## src/rtl/tb4004_pkg.sv

```systemverilog
// ----------------------------------------------------------------------------
// tb4004_pkg
// Shared definitions for the 4004-style fetch path:
//   - CYC_*      : 3-bit machine-cycle encodings (A1..A3, M1, M2, X1..X3)
//   - OPR_*      : opcodes whose instructions occupy two ROM words
//   - fetch_state_e : fetch FSM states (first word / second word)
//   - isTwoWord  : classifies an OPR/OPA pair as a two-word instruction
// ----------------------------------------------------------------------------
package tb4004_pkg;

    localparam logic [2:0] CYC_A1 = 3'd0;
    localparam logic [2:0] CYC_A2 = 3'd1;
    localparam logic [2:0] CYC_A3 = 3'd2;
    localparam logic [2:0] CYC_M1 = 3'd3;
    localparam logic [2:0] CYC_M2 = 3'd4;
    localparam logic [2:0] CYC_X1 = 3'd5;
    localparam logic [2:0] CYC_X2 = 3'd6;
    localparam logic [2:0] CYC_X3 = 3'd7;

    localparam logic [3:0] OPR_JCN     = 4'h1;
    localparam logic [3:0] OPR_FIM_SRC = 4'h2;
    localparam logic [3:0] OPR_JUN     = 4'h4;
    localparam logic [3:0] OPR_JMS     = 4'h5;
    localparam logic [3:0] OPR_ISZ     = 4'h7;

    typedef enum logic {
        FETCH1 = 1'b0,
        FETCH2 = 1'b1
    } fetch_state_e;

    // FIM and SRC share OPR 2; only the even OPA (FIM) carries a second word.
    function automatic logic isTwoWord(input logic [3:0] opr, input logic [3:0] opa);
        return (opr == OPR_JCN) || (opr == OPR_JUN) || (opr == OPR_JMS) ||
               (opr == OPR_ISZ) || ((opr == OPR_FIM_SRC) && !opa[0]);
    endfunction

endpackage

```

## src/rtl/instr_fetch_latch.sv

```systemverilog
// ----------------------------------------------------------------------------
// instr_fetch_latch
// Captures the instruction nibbles from ROM and presents a stable
// opr/opa/imm8 to the decoder, with an instrValid window over X1..X3 of the
// final word of each instruction. Two-word instructions have their second
// word collected into imm8. A sticky seqError flags any clock where the
// machine-cycle counter did not advance by exactly one (mod 8).
//
// Ports
//   clk         in   CPU clock
//   rst         in   asynchronous, active-high reset
//   cycle[2:0]  in   machine cycle (0=A1 .. 3=M1, 4=M2 .. 7=X3)
//   romData[3:0]in   ROM nibble, meaningful at M1/M2
//   opr[3:0]    out  first-word OPR
//   opa[3:0]    out  first-word OPA
//   imm8[7:0]   out  second word {M1 nibble, M2 nibble}
//   twoWord     out  latched opcode is a two-word instruction
//   secondWord  out  second word is being fetched
//   instrValid  out  complete instruction present (X1..X3 of final word)
//   seqError    out  sticky cycle-sequence error
// ----------------------------------------------------------------------------
module instr_fetch_latch
    import tb4004_pkg::*;
#(
    parameter logic [3:0] RST_OPR   = 4'h0,
    parameter logic [3:0] RST_OPA   = 4'h0,
    parameter bit         CHECK_SEQ = 1'b1
) (
    input  logic       clk,
    input  logic       rst,
    input  logic [2:0] cycle,
    input  logic [3:0] romData,
    output logic [3:0] opr,
    output logic [3:0] opa,
    output logic [7:0] imm8,
    output logic       twoWord,
    output logic       secondWord,
    output logic       instrValid,
    output logic       seqError
);

    fetch_state_e state_q;
    logic [2:0]   prev_cycle_q;
    logic         prev_valid_q;
    logic [3:0]   opr_q;
    logic [3:0]   opa_q;
    logic [7:0]   imm8_q;
    logic         two_word_q;
    logic         second_word_q;
    logic         instr_valid_q;
    logic         seq_error_q;

    logic [2:0]   expect_cycle_d;
    logic         seq_bad_d;
    logic         two_word_d;

    // Wraps 7 -> 0 naturally in 3 bits.
    assign expect_cycle_d = prev_cycle_q + 3'd1;

    // The first edge after reset only seeds prev_cycle_q, so it is never flagged.
    assign seq_bad_d  = CHECK_SEQ && prev_valid_q && (cycle != expect_cycle_d);

    // Classifies against the OPA arriving now, since opa_q updates on this edge.
    assign two_word_d = isTwoWord(opr_q, romData);

    // Fetch FSM: state, secondWord, instrValid window and sequence checker.
    always_ff @(posedge clk or posedge rst) begin
        if (rst) begin
            state_q       <= FETCH1;
            second_word_q <= 1'b0;
            instr_valid_q <= 1'b0;
            seq_error_q   <= 1'b0;
            prev_cycle_q  <= 3'd0;
            prev_valid_q  <= 1'b0;
        end else begin
            // NOTE: non-blocking assignments keep every register reading the
            // pre-edge values, so ordering inside this block does not matter.
            prev_cycle_q <= cycle;
            prev_valid_q <= 1'b1;

            if (seq_bad_d) begin
                // A broken sequence abandons the instruction in flight.
                seq_error_q   <= 1'b1;
                state_q       <= FETCH1;
                second_word_q <= 1'b0;
                instr_valid_q <= 1'b0;
            end else begin
                if (cycle == CYC_M2 && (state_q == FETCH2 || !two_word_d)) begin
                    instr_valid_q <= 1'b1;
                end

                if (cycle == CYC_X3) begin
                    instr_valid_q <= 1'b0;
                    if (state_q == FETCH1 && two_word_q) begin
                        state_q       <= FETCH2;
                        second_word_q <= 1'b1;
                    end else if (state_q == FETCH2) begin
                        state_q       <= FETCH1;
                        second_word_q <= 1'b0;
                    end
                end
            end
        end
    end

    // Instruction latches: first word into opr/opa, second word into imm8.
    always_ff @(posedge clk or posedge rst) begin
        if (rst) begin
            opr_q      <= RST_OPR;
            opa_q      <= RST_OPA;
            imm8_q     <= 8'h00;
            two_word_q <= 1'b0;
        end else if (!seq_bad_d) begin
            if (cycle == CYC_M1) begin
                if (state_q == FETCH1) begin
                    opr_q <= romData;
                end else begin
                    imm8_q[7:4] <= romData;
                end
            end else if (cycle == CYC_M2) begin
                if (state_q == FETCH1) begin
                    opa_q      <= romData;
                    two_word_q <= two_word_d;
                end else begin
                    imm8_q[3:0] <= romData;
                end
            end
        end
    end

    assign opr        = opr_q;
    assign opa        = opa_q;
    assign imm8       = imm8_q;
    assign twoWord    = two_word_q;
    assign secondWord = second_word_q;
    assign instrValid = instr_valid_q;
    assign seqError   = seq_error_q;

endmodule

```

## config.mk

```make
export PLATFORM = sky130hd
export DESIGN_NAME = instr_fetch_latch
export DESIGN_NICKNAME = d
export VERILOG_FILES = /design/src/rtl/tb4004_pkg.sv /design/src/rtl/instr_fetch_latch.sv
export SDC_FILE = /design/constraint.sdc
export NUM_CORES = 1
export LEC_CHECK = 0
export BUFFER_PORTS_ARGS = -buffer_cell sky130_fd_sc_hd__buf_4
export CORE_UTILIZATION = 35
export CTS_CLUSTER_DIAMETER = 200
export CTS_CLUSTER_SIZE = 40
export DETAILED_ROUTE_END_ITERATION = 8
export HOLD_SLACK_MARGIN = 0.06
export SLEW_MARGIN = 20
export SYNTH_ARGS = -nofsm -noshare
export SYNTH_HDL_FRONTEND = slang
export SYNTH_SLANG_ARGS = --single-unit
```

## constraint.sdc

```tcl
create_clock -name clk -period 3 [get_ports clk]
set_input_delay 0.15 -clock clk [delete_from_list [all_inputs] [get_ports clk]]
set_output_delay 0.15 -clock clk [all_outputs]
set_load 0.02 [all_outputs]
```

==> impl_summary.txt <==
----------------------------------------------------
[Pwr]
  Proportion of total power due to net switching ... around 32%
  Net switching power ... roughly 280 uW
  Total power of the final layout ... 860 uW
  Combinational share of power ... between 30% and 40%
  Pwr/cell area ... 599 mW/mm2
  Reg power frac ... roughly half
  Static leakage ... approximately 0.7 nW
  Internal Power ... 584 uW
  Worst IR drop on VDD ... around 0.29 mV
  Portion of total power attributed to the clock network ... 17.3%

[Layout]
  Share of post-route cells with drive strength above 1 ... approximately half
  Final nets ... between 100 and 150
  Leading cell types in the layout, fill and taps excluded ... 28 x buf_4, 25 x dfrtp_1, 12 x mux2_2
  Most common library cell in the layout ignoring fill and taps ... buf_4
  Area added between synthesis and finish ... 30.2%
  Cell area after layout ... 0.00144 mm2
  Diodes inserted ... 0

[Synthesis]
  Top-area cell type share of the netlist area ... a little under three fifths
  Cell area after synthesis ... ~0.0011 mm2
  Top cell type by total area after synthesis ... dfrtp_1
  Gate count of the mapped netlist ... between 70 and 80
  Number of distinct library cells after synthesis ... 26
  Top area cells in the synthesized netlist ... dfrtp_1 57%, mux2_2 12%, mux2_4 6.8%, xor3_2 2.3%, o31ai_4 1.9%
  Register area share after synthesis ... 56.7%
  Synth Net Count ... between 80 and 90
  #FFs+latches synth ... 25
  Synth Area per Inst ... around 15 um2
  Warning count from the yosys run ... 0

[Setup path]
  Worst Setup Start Kind ... register
  Gate family responsible for the most delay along the worst path ... flip-flops
  Largest fanout of any net on the critical path ... 4
  Register-to-register setup slack ... between 900 and 1000 ps
  Nature of the critical path endpoint ... register
  Reg-to-Reg Start ... prev_cycle_q[0]$_DFF_PP0_
  Critical path, cell by cell ... ha_1 > xor2_1 > o31ai_1 > and3b_1 > mux2_2
  Worst Reg2Reg Path Length in Cells ... 5
  Data arrival time at the worst-slack endpoint ... between 2000 and 2500 ps
  Buffers and inverters on the worst path ... 0
  Reg-to-Reg End ... opr[3]$_DFFE_PP0P_
  Worst EP required ... 3210 ps
  Worst path slowest cell ... dfrtp_1
  CP max stage delay ... around 420 ps
  Startpoint-to-endpoint class of the critical path ... register to register

[GRT]
  Number of global-route vias before repair ... 703
  Antenna violations before repair ... 0
  First-pass GRT wire length ... about 3200 um
  Total congestion overflow after global routing ... 0
  Overall routing resource usage ... about an eighth
  Largest net degree at the start of global routing ... 26

[CTS]
  Number of hold buffers added after cts ... 4
  Clock-pin slew on the worst setup and hold paths ... about 140 ps
  CTS tree ... yes
  Resized cells post-CTS ... 0
  Insertion delay to the later sink of the worst-skew pair ... ~320 ps
  CTS H-tree depth ... 1
  Maximum root-to-sink buffer count ... 2
  Number of buffers inserted to repair setup after CTS ... 0
  Total clock buffers created by CTS ... 3
  Clock tree root buffer cell ... clkbuf_4
  Sink Count ... 25

[STA]
  Clock skew ... about 15 ps
  Number of max-slew violations in the final report ... 0
  Final number of setup-violating endpoints ... 0
  Worst slew pin tran ... roughly 940 ps
  Max_slew headroom ... a little under two fifths
  Clock period minus final worst setup slack ... ~2100 ps
  Total count of hold-check failures in the final report ... 0
  Achievable frequency ... 484 MHz
  Unrepaired setup endpoints after global routing ... false
  Part of the cycle the worst path needs ... 68.9%
  Setup total negative slack ... 0 ps

[Placement]
  Number of I/O port buffers ... 28
  Routability congestion estimate from global placement ... approximately 0.74
  Post-DP Area ... between 0.001 and 0.0015 mm2
  Sum of net half-perimeters after detailed placement ... 1510 um

[Flow run]
  # Max-Cap Violations ... 0

[Route]
  Detailed-routing iteration count for the pre-antenna-repair pass ... 3
  Via density per instance ... around 4.6
  Remaining routing DRC violations ... 0
  Starting DRT DRC Count ... 14
  Total via count in the routed design ... a little over 700
  Post-detailed-route wirelength per cell ... roughly 13 um
  Post-route antenna net violation count ... 0
  Total wire length after detailed routing ... 2090 um

[Floorplanning]
  Die extent in y ... a little under 60 um
  # rows ... 20
  Floorplan die area ... 0.00338 mm2
  Die span in x ... roughly 58 um
  Std-Cell Core Area ... roughly 0.003 mm2
  Initial Util ... between 30% and 40%
  Ports ... 29

[Hold path]
  Worst Hold Endpoint ... imm8[2]$_DFFE_PP0P_
  Hold Crit Class ... input pin to register
  Launch instance of the worst min-delay path ... romData[2]
  Min-Delay Path Depth ... 2

[Status]
  Status ... completed

----------------------------------------------------
through the flow:
| step | setup slack, ps | hold WS (ps) | util, % | instances |
|---|---|---|---|---|
| after global placement | 1060 | 305 | 45.2 | 148 |
| after floorplan | 1140 | 177 | - | 76 |
| after detailed placement | 982 | 306 | 45.2 | 148 |
| final | 932 | 80.1 | 47.4 | 156 |
| after CTS | 939 | 65.6 | 47.4 | 156 |
| after global routing | 905 | 78.4 | 47.4 | 156 |
layout make-up:
| type | count | area (um2) |
|---|---|---|
| clock buffer | 3 | 22.5 |
| sequential | 25 | 626 |
| multi-input combinational | 50 | 474 |
| clock inverter | 1 | 5.00 |
| timing repair buffer | 32 | 250 |
| fill | 277 | 1590 |
| inverter | 1 | 3.75 |
| tap | 44 | 55.1 |
cell families (layout without fill, tap and decap cells):
group / after synthesis / after routing / synth area share (%)
other cells: 1 / 1 / 0.340
buf+inv: 1 / 37 / 0.340
simple gates: 18 / 18 / 11.1
xor+xnor: 4 / 4 / 4.65
fa+ha+maj: 1 / 1 / 1.13
mux: 17 / 17 / 19.0
compound gates: 9 / 9 / 6.69
flops: 25 / 25 / 56.7
power by group through the flow:
stage	clock network, mW	registers [mW]	logic (mW)
2_1_floorplan	0	0.496	0.104
3_3_place_gp	0	0.440	0.272
3_5_place_dp	0	0.440	0.276
4_1_cts	0.158	0.435	0.281
5_1_grt	0.167	0.443	0.296
6_report	0.149	0.434	0.277
cell usage after synthesis, drive strengths merged:
library cell and instances:
and3b 1, nand3b 2, nor2 3, xor2 2, or2b 1, xnor2 1, a21oi 4, nor4b 1
nand2 3, nor3b 1, nand3 3, o31ai 2, dfrtp 25, and3 1, xor3 1, o31a 1
a211oi 2, ha 1, nand2b 2, mux2 17, conb 1, inv 1
state kept, by name, summed over array words and instances (netlist names):
register and flops:
instrValid 1, prev_cycle_q 3, prev_valid_q 1, imm8 8
seqError 1, state_q 1, twoWord 1, opa 4
opr 4, secondWord 1
per-layer routing:
layer | vias to the layer above | wire length (um) | track usage, %
li1 | 343 | - | -
met1 | 355 | 1050 | 17.1
met2 | 20 | 966 | 21.0
met3 | 2 | 72 | 2.46
met4 | 0 | 8 | 6.12
met5 | - | 0 | 0
worst max path at each step:
stage | from | to | slack [ps] | cells after the start
after floorplan | prev_cycle_q[0]$_DFF_PP0_ | opr[0]$_DFFE_PP0P_ | 1140 | 5
after CTS | prev_cycle_q[0]$_DFF_PP0_ | opr[1]$_DFFE_PP0P_ | 940 | 5
after global routing | prev_cycle_q[0]$_DFF_PP0_ | opr[1]$_DFFE_PP0P_ | 900 | 5
after detailed placement | prev_cycle_q[0]$_DFF_PP0_ | opr[3]$_DFFE_PP0P_ | 980 | 5
after global placement | prev_cycle_q[0]$_DFF_PP0_ | opr[0]$_DFFE_PP0P_ | 1060 | 5
final | prev_cycle_q[0]$_DFF_PP0_ | opr[3]$_DFFE_PP0P_ | 930 | 5
(Power assumes the default switching activity.)
